## src/rtl/sb_trig_scaler.sv

```systemverilog
// Trigger rate scaler with programmable holdoff (dead time).
// Accepted triggers are forwarded as TRIG_OUT. Accepted and holdoff-suppressed
// triggers are counted per GPS 1PPS interval and latched for software, with a
// VALID/ACK handshake and a sticky OVERRUN flag.
module sb_trig_scaler #(
  parameter int CNT_WIDTH     = 24,
  parameter int HOLDOFF_WIDTH = 16
) (
  input  logic                     CLK120,
  input  logic                     RESET,
  input  logic                     TRIG,
  input  logic                     PPS,
  input  logic                     ENABLE,
  input  logic [HOLDOFF_WIDTH-1:0] HOLDOFF,
  input  logic                     ACK,
  output logic                     TRIG_OUT,
  output logic [CNT_WIDTH-1:0]     COUNT,
  output logic [CNT_WIDTH-1:0]     SUPPRESSED,
  output logic                     VALID,
  output logic                     OVERRUN
);

  localparam logic [CNT_WIDTH-1:0]     CNT_MAX = '1;
  localparam logic [CNT_WIDTH-1:0]     CNT_ONE = CNT_WIDTH'(1);
  localparam logic [HOLDOFF_WIDTH-1:0] HO_ONE  = HOLDOFF_WIDTH'(1);

  // PPS synchronizer and edge-detect stage
  logic pps_s1_q, pps_s2_q, pps_s3_q;
  logic pps_rise;

  // Holdoff and interval counters
  logic [HOLDOFF_WIDTH-1:0] ho_cnt_q, ho_cnt_d;
  logic [CNT_WIDTH-1:0]     acc_cnt_q, acc_cnt_d;
  logic [CNT_WIDTH-1:0]     rej_cnt_q, rej_cnt_d;

  // Registered outputs
  logic                 trig_out_q, trig_out_d;
  logic [CNT_WIDTH-1:0] count_q, count_d;
  logic [CNT_WIDTH-1:0] supp_q, supp_d;
  logic                 valid_q, valid_d;
  logic                 overrun_q, overrun_d;

  logic accept, reject;

  // Bring the asynchronous PPS into the CLK120 domain.
  // NOTE: PPS_S1 may go metastable; only PPS_S2/PPS_S3 are used by logic,
  // so PPS_S1 gets a full cycle to resolve before anything depends on it.
  always_ff @(posedge CLK120) begin
    if (RESET) begin
      pps_s1_q <= 1'b0;
      pps_s2_q <= 1'b0;
      pps_s3_q <= 1'b0;
    end else begin
      pps_s1_q <= PPS;
      pps_s2_q <= pps_s1_q;
      pps_s3_q <= pps_s2_q;
    end
  end

  assign pps_rise = pps_s2_q && !pps_s3_q;

  // A trigger is only judged while enabled; a running holdoff rejects it.
  assign accept = TRIG && ENABLE && (ho_cnt_q == '0);
  assign reject = TRIG && ENABLE && (ho_cnt_q != '0);

  // Next-state logic for holdoff, interval counters and the latched outputs.
  // NOTE: every signal gets a default at the top of the block so no path
  // leaves it unassigned; otherwise synthesis would infer a latch.
  always_comb begin
    ho_cnt_d   = ho_cnt_q;
    acc_cnt_d  = acc_cnt_q;
    rej_cnt_d  = rej_cnt_q;
    trig_out_d = accept;
    count_d    = count_q;
    supp_d     = supp_q;
    valid_d    = valid_q;
    overrun_d  = overrun_q;

    // Holdoff: reload on accept, otherwise run down to zero. HOLDOFF is only
    // sampled at an accept, so changing it mid-holdoff has no effect.
    if (!ENABLE) begin
      ho_cnt_d = '0;
    end else if (accept) begin
      ho_cnt_d = HOLDOFF;
    end else if (ho_cnt_q != '0) begin
      ho_cnt_d = ho_cnt_q - HO_ONE;
    end

    if (pps_rise) begin
      // Close the interval. An event in this same cycle opens the next one.
      count_d   = acc_cnt_q;
      supp_d    = rej_cnt_q;
      acc_cnt_d = accept ? CNT_ONE : '0;
      rej_cnt_d = reject ? CNT_ONE : '0;
      valid_d   = 1'b1;
      if (ACK) begin
        overrun_d = 1'b0;
      end else if (valid_q) begin
        overrun_d = 1'b1;
      end
    end else begin
      // Counters saturate rather than wrap.
      if (accept && (acc_cnt_q != CNT_MAX)) begin
        acc_cnt_d = acc_cnt_q + CNT_ONE;
      end
      if (reject && (rej_cnt_q != CNT_MAX)) begin
        rej_cnt_d = rej_cnt_q + CNT_ONE;
      end
      if (ACK) begin
        valid_d   = 1'b0;
        overrun_d = 1'b0;
      end
    end
  end

  // State and output registers with synchronous reset.
  // NOTE: sequential state uses non-blocking assignments so every register
  // samples pre-edge values; blocking here would create order-dependent races.
  always_ff @(posedge CLK120) begin
    if (RESET) begin
      ho_cnt_q   <= '0;
      acc_cnt_q  <= '0;
      rej_cnt_q  <= '0;
      trig_out_q <= 1'b0;
      count_q    <= '0;
      supp_q     <= '0;
      valid_q    <= 1'b0;
      overrun_q  <= 1'b0;
    end else begin
      ho_cnt_q   <= ho_cnt_d;
      acc_cnt_q  <= acc_cnt_d;
      rej_cnt_q  <= rej_cnt_d;
      trig_out_q <= trig_out_d;
      count_q    <= count_d;
      supp_q     <= supp_d;
      valid_q    <= valid_d;
      overrun_q  <= overrun_d;
    end
  end

  assign TRIG_OUT   = trig_out_q;
  assign COUNT      = count_q;
  assign SUPPRESSED = supp_q;
  assign VALID      = valid_q;
  assign OVERRUN    = overrun_q;

endmodule

```

## config.mk

```make
export PLATFORM = sky130hd
export DESIGN_NAME = sb_trig_scaler
export DESIGN_NICKNAME = d
export VERILOG_FILES = /design/src/rtl/sb_trig_scaler.sv
export SDC_FILE = /design/constraint.sdc
export NUM_CORES = 1
export LEC_CHECK = 0
export ABC_CLOCK_PERIOD_IN_PS = 2600
export BUFFER_PORTS_ARGS = -buffer_cell sky130_fd_sc_hd__buf_2
export CAP_MARGIN = 15
export CORE_AREA = 2 2 106 108
export CTS_CLUSTER_DIAMETER = 30
export DETAILED_ROUTE_END_ITERATION = 10
export DIE_AREA = 0 0 108 110
export MAX_ROUTING_LAYER = met4
export PLACE_DENSITY_LB_ADDON = 0.3
export RECOVER_POWER = 100
export SYNTH_ARGS = -nofsm -noshare
export SYNTH_HDL_FRONTEND = slang
export SYNTH_SLANG_ARGS = --single-unit
```

## constraint.sdc

```tcl
create_clock -name CLK120 -period 2.6 [get_ports CLK120]
set_input_delay 0.13 -clock CLK120 [delete_from_list [all_inputs] [get_ports CLK120]]
set_output_delay 0.13 -clock CLK120 [all_outputs]
set_load 0.01 [all_outputs]
```

-- Yosys cells after proc, flatten, opt, wreduce, memory -nomap -nowiden
Index checks and enable logic that the tools add are counted.
W data, S select, Z words.
- input bits: 22
- output and inout bits: 51
- register bits: 118
- reduce and logical (&&, ||, !) cells: 16
- mux-type cells: 13
- add/sub/neg operators: 3
- bitwise operators: 1
- equality and inequality tests: 2
- operator list (cell ; count):
    $mux W24 ; 4
    $add A24 B1 Y24 const B ; 2
    $ne A24 B24 Y1 const B ; 2
    $mux W16 ; 2
    $logic_not A16 Y1 ; 1
    $reduce_bool A16 Y1 ; 1
    $sub A16 B1 Y16 const B ; 1
    $reduce_bool A2 Y1 ; 5
    $mux W1 ; 7
    $logic_and A1 B1 Y1 ; 6
    $reduce_and A2 Y1 ; 1
    $reduce_or A2 Y1 ; 1
    $logic_not A1 Y1 ; 1
    $not A1 Y1 ; 1

-- Depth between registers and ports, before layout
- word-level depth: 5
- depth in mapped cells: 9
- mapped depth without buffers: 7

-- Worst setup path after synthesis
No wires, ideal clock.
- path kind: reg-to-reg
- from: register ho_cnt_q[0]
- to: register rej_cnt_q[18]
- arrival: 2160 ps
- path slack: 368 ps
- path buffers: 1
- required time: 2528 ps
- stages on the path, launching flop included: 9
- cells stage by stage: dfxtp_1 > inv_1 > ha_1 > or4b_2 > or4_4 > buf_6 > and4_4 > nand4b_1 > mux2i_1
- longest elaborated chain between the ends: 4
- ends and longest elaborated chain (what ; RTL line ; text):
    from (decl) ; 32 ; logic [HOLDOFF_WIDTH-1:0] ho_cnt_q, ho_cnt_d;
    from (signal assigned) ; 130 ; ho_cnt_q <= ho_cnt_d;
    $reduce_bool A16 Y1 ; 64 ; assign reject = TRIG && ENABLE && (ho_cnt_q != '0);
    $logic_and A1 B1 Y1 ; 64 ;
    $logic_and A1 B1 Y1 ; 106 ; if (reject && (rej_cnt_q != CNT_MAX)) begin
    $reduce_bool A2 Y1 (no line) ; -- ;
    to (signal assigned) ; 132 ; rej_cnt_q <= rej_cnt_d;
    to (decl) ; 34 ; logic [CNT_WIDTH-1:0] rej_cnt_q, rej_cnt_d;
Every way passes these cells.
A chain may end at the register's enable or synchronous reset.

-- Final worst setup path
- from: register ho_cnt_q[0]
- to: register acc_cnt_q[23]
- longest elaborated chain between the ends: 4
- ends and longest elaborated chain (what ; RTL line ; text):
    $logic_not A16 Y1 ; 63 ; assign accept = TRIG && ENABLE && (ho_cnt_q == '0);
    $logic_and A1 B1 Y1 ; 63 ;
    $logic_and A1 B1 Y1 ; 103 ; if (accept && (acc_cnt_q != CNT_MAX)) begin
    $reduce_bool A2 Y1 (no line) ; -- ;
    to (signal assigned) ; 131 ; acc_cnt_q <= acc_cnt_d;
    to (decl) ; 33 ; logic [CNT_WIDTH-1:0] acc_cnt_q, acc_cnt_d;
Every way passes these cells.

==> impl_metrics.ini <==
[global_route]
grt_max_degree = 69
grt_pass1_wl_um = 21900
grt_pass1_vias = 4683
antenna_found_initial = 0
track_usage_pct = 24.0
grt_overflow = 0

[layout]
final_cell_mix = nand2_1, dfxtp_1, a21oi_1
finalNonFillerCells = 890
antenna_cells = 0
mostFrequentLayoutCell = nand2_1
n_fill_cell = 988
nets = 764
fin_util_pct = 61.5
area_delta_synth_final_pct = 24.3
layout-drive-gt1-share_pct = 11.6

[run_status]
status = finished clean

[clock_network]
cts_buffer_depth = 2
clock-sinks = 118
clk_pin_slew_ns = 0.06
htreeDepth = 4
ctsRootBufferMaster = clkbuf_8
tritoncts = done
clock_latency_ns = 0.52
numCtsBuffers = 17

[sta]
max_freq_mhz = 399
final_max_slew_viol_count = 0
worst_slack_ns = 0.0942
skew_ns = 0.00572
slew-limit-headroom_pct = 11.0
whs_ns = 0.212
timing.final.crit_share_pct = 96.4
setup_viol = 0
tightest_slew_ns = 1.33
hold_viol_final = 0
fin_crit_ns = 2.51

[synthesis]
postSynthAreaPerCell_um2 = 8.18
netlist_area_um2 = 5290
synth-edff-count = 0
syn_nets = 673
synth_cell_types = 45
yosys_warnings = 0
synthArstFlopShare_pct = 0
ys_seq_elements = 118
ys.flop_type = dfxtp_1
synth_cells = 647
ys_seq_area_share_pct = 44.6

[setup_path]
setup.worst_path.start_class = register
criticalPathCategory = register to register
arrival_ns = 2.95
crit_path_end_kind = register
critPathRequiredTime_ns = 3.05
crit_fanout = 4

[die]
core_area_um2 = 10700
start_util_pct = 49.5
fp.dieW_um = 108
row_count = 38
ios = 73
die_area_um2 = 11900
fp.dieH_um = 110

[placed_design]
pre_cts_slack_ns = 0.0332
routabilityCongestion = 0.864
portBuffers = 72
dp_cells = 833
hpwlAfterDp_um = 8540

[power_and_ir_drop]
peakVddDrop_v = 0.000892
p_leak_nw = 2.29
power_density_nw_per_um2 = 962

[flow_run]
maxCapViolCount = 0

[detailed_routing]
wl_per_cell_um = 14.7
drc = 0
dr.pass1.iters = 5
ant_nets = 0
viasPerCell = 5.71
drtIter0Drc = 269
finalWirelength_um = 13100
vias = 5082

[worst_hold_path]
hold_class = primary input to register
-- power breakdown --
group,switching [mW],total [mW],internal (mW)
clock,0.798,2.39,1.59
sequential,0.119,2.06,1.95
combinational,1.12,1.88,0.755
total,2.04,6.33,4.29
-- cell usage after synthesis, types with 2 or more instances --
cell type  instances  area (µm²)
nor2_1            15        56.3
o41ai_1            4        35.0
xor2_1             6        52.6
o2111ai_1          6        52.6
o21ai_0           13        65.1
and3_1             9        56.3
xnor2_1            2        17.5
a211oi_1          17         128
buf_1              2        7.51
o311ai_0           3        26.3
and4_1             5        43.8
or4_1             14         105
inv_1              5        18.8
a2111o_1           5        56.3
and2_1             5        31.3
nand4b_1           2        17.5
o31ai_1           12        90.1
buf_2              7        35.0
a31oi_1            6        37.5
mux2i_1           11         110
a41o_1             4        40.0
or3_1             25         156
nand3_1           28         140
ha_1               4        50.1
nand4_1           12        75.1
nor3_1            13        65.1
dfxtp_1          118        2360
clkbuf_1          33         124
nor2b_1            4        25.0
a21o_1             2        15.0
nand2_1          145         544
or2_2              2        12.5
a21oi_1           88         440
nor4_1             7        43.8
nand2b_1           3        18.8
-- per-stage QoR --
step | power [mW] | TNS, ns | instance area (µm²)
final | 6.33 | 0 | 6580
after global routing | 6.68 | -0.00783 | 6580
after CTS | 6.24 | 0 | 6580
after detailed placement | 3.82 | 0 | 5790
after global placement | 3.78 | 0 | 5790
after floorplan | 3.54 | 0 | 5290
-- repair_timing --
item / CTS / global route
setup endpoints to repair: 0 / 22
setup buffers: 0 / 7
hold buffers: 19 / 0
gates resized for setup: 0 / 4
endpoints found under the hold margin: 22 / 0
-- per-layer routing --
| layer | track usage (%) | wire length [µm] | vias to the layer above |
|---|---|---|---|
| li1 | - | - | 2546 |
| met1 | 30.3 | 6130 | 2387 |
| met2 | 37.6 | 6120 | 132 |
| met3 | 5.35 | 648 | 17 |
| met4 | 9.52 | 213 | 0 |
| met5 | - | 0 | - |
-- area by class of cell --
| class | count | area [µm²] | area share, % |
|---|---|---|---|
| repair buffers | 115 | 661 | 10.0 |
| flip-flops and latches | 118 | 2360 | 35.9 |
| clock buffers | 21 | 449 | 6.83 |
| well taps | 140 | 175 | 2.66 |
| clock inverters | 10 | 153 | 2.32 |
| multi-input cells | 481 | 2760 | 42.0 |
| inverters | 5 | 18.8 | 0.285 |
-- logic make-up (layout without fill, tap and decap cells) --
group           count (synthesis)  count (layout)  share of synthesized area (%)
compound gates                164             164                           19.6
xor+xnor                        8               8                           1.32
fa+ha+maj                       4               4                          0.946
buf+inv                        48             151                           3.71
flops                         118             118                           44.6
mux                            11              11                           2.08
simple gates                  294             294                           27.7
-- flip-flops by register name, indices dropped and copies added, names as in the netlist, 16 cells and up --
name / flops
COUNT: 24
SUPPRESSED: 24
acc_cnt_q: 24
rej_cnt_q: 24
ho_cnt_q: 16
-- critical path, stage by stage, from the launching register on --
cell and delay, ns:
dfxtp_1 0.33, inv_1 0.08, ha_1 0.15, or4b_4 0.48
nor4_4 0.42, o211ai_4 0.16, clkbuf_2 0.17, a2111oi_2 0.41
mux2i_1 0.23
-- final timing paths --
| path | startpoint | end | slack, ns | cells after the start |
|---|---|---|---|---|
| worst max register to register | ho_cnt_q[0] | acc_cnt_q[23] | 0.09 | 8 |
| worst min register to register | pps_s1_q | pps_s2_q | 0.44 | 1 |
| worst min-delay path | ENABLE | TRIG_OUT | 0.21 | 3 |
| worst max-delay path | ho_cnt_q[0] | acc_cnt_q[23] | 0.09 | 8 |
(Power assumes the default switching activity.)
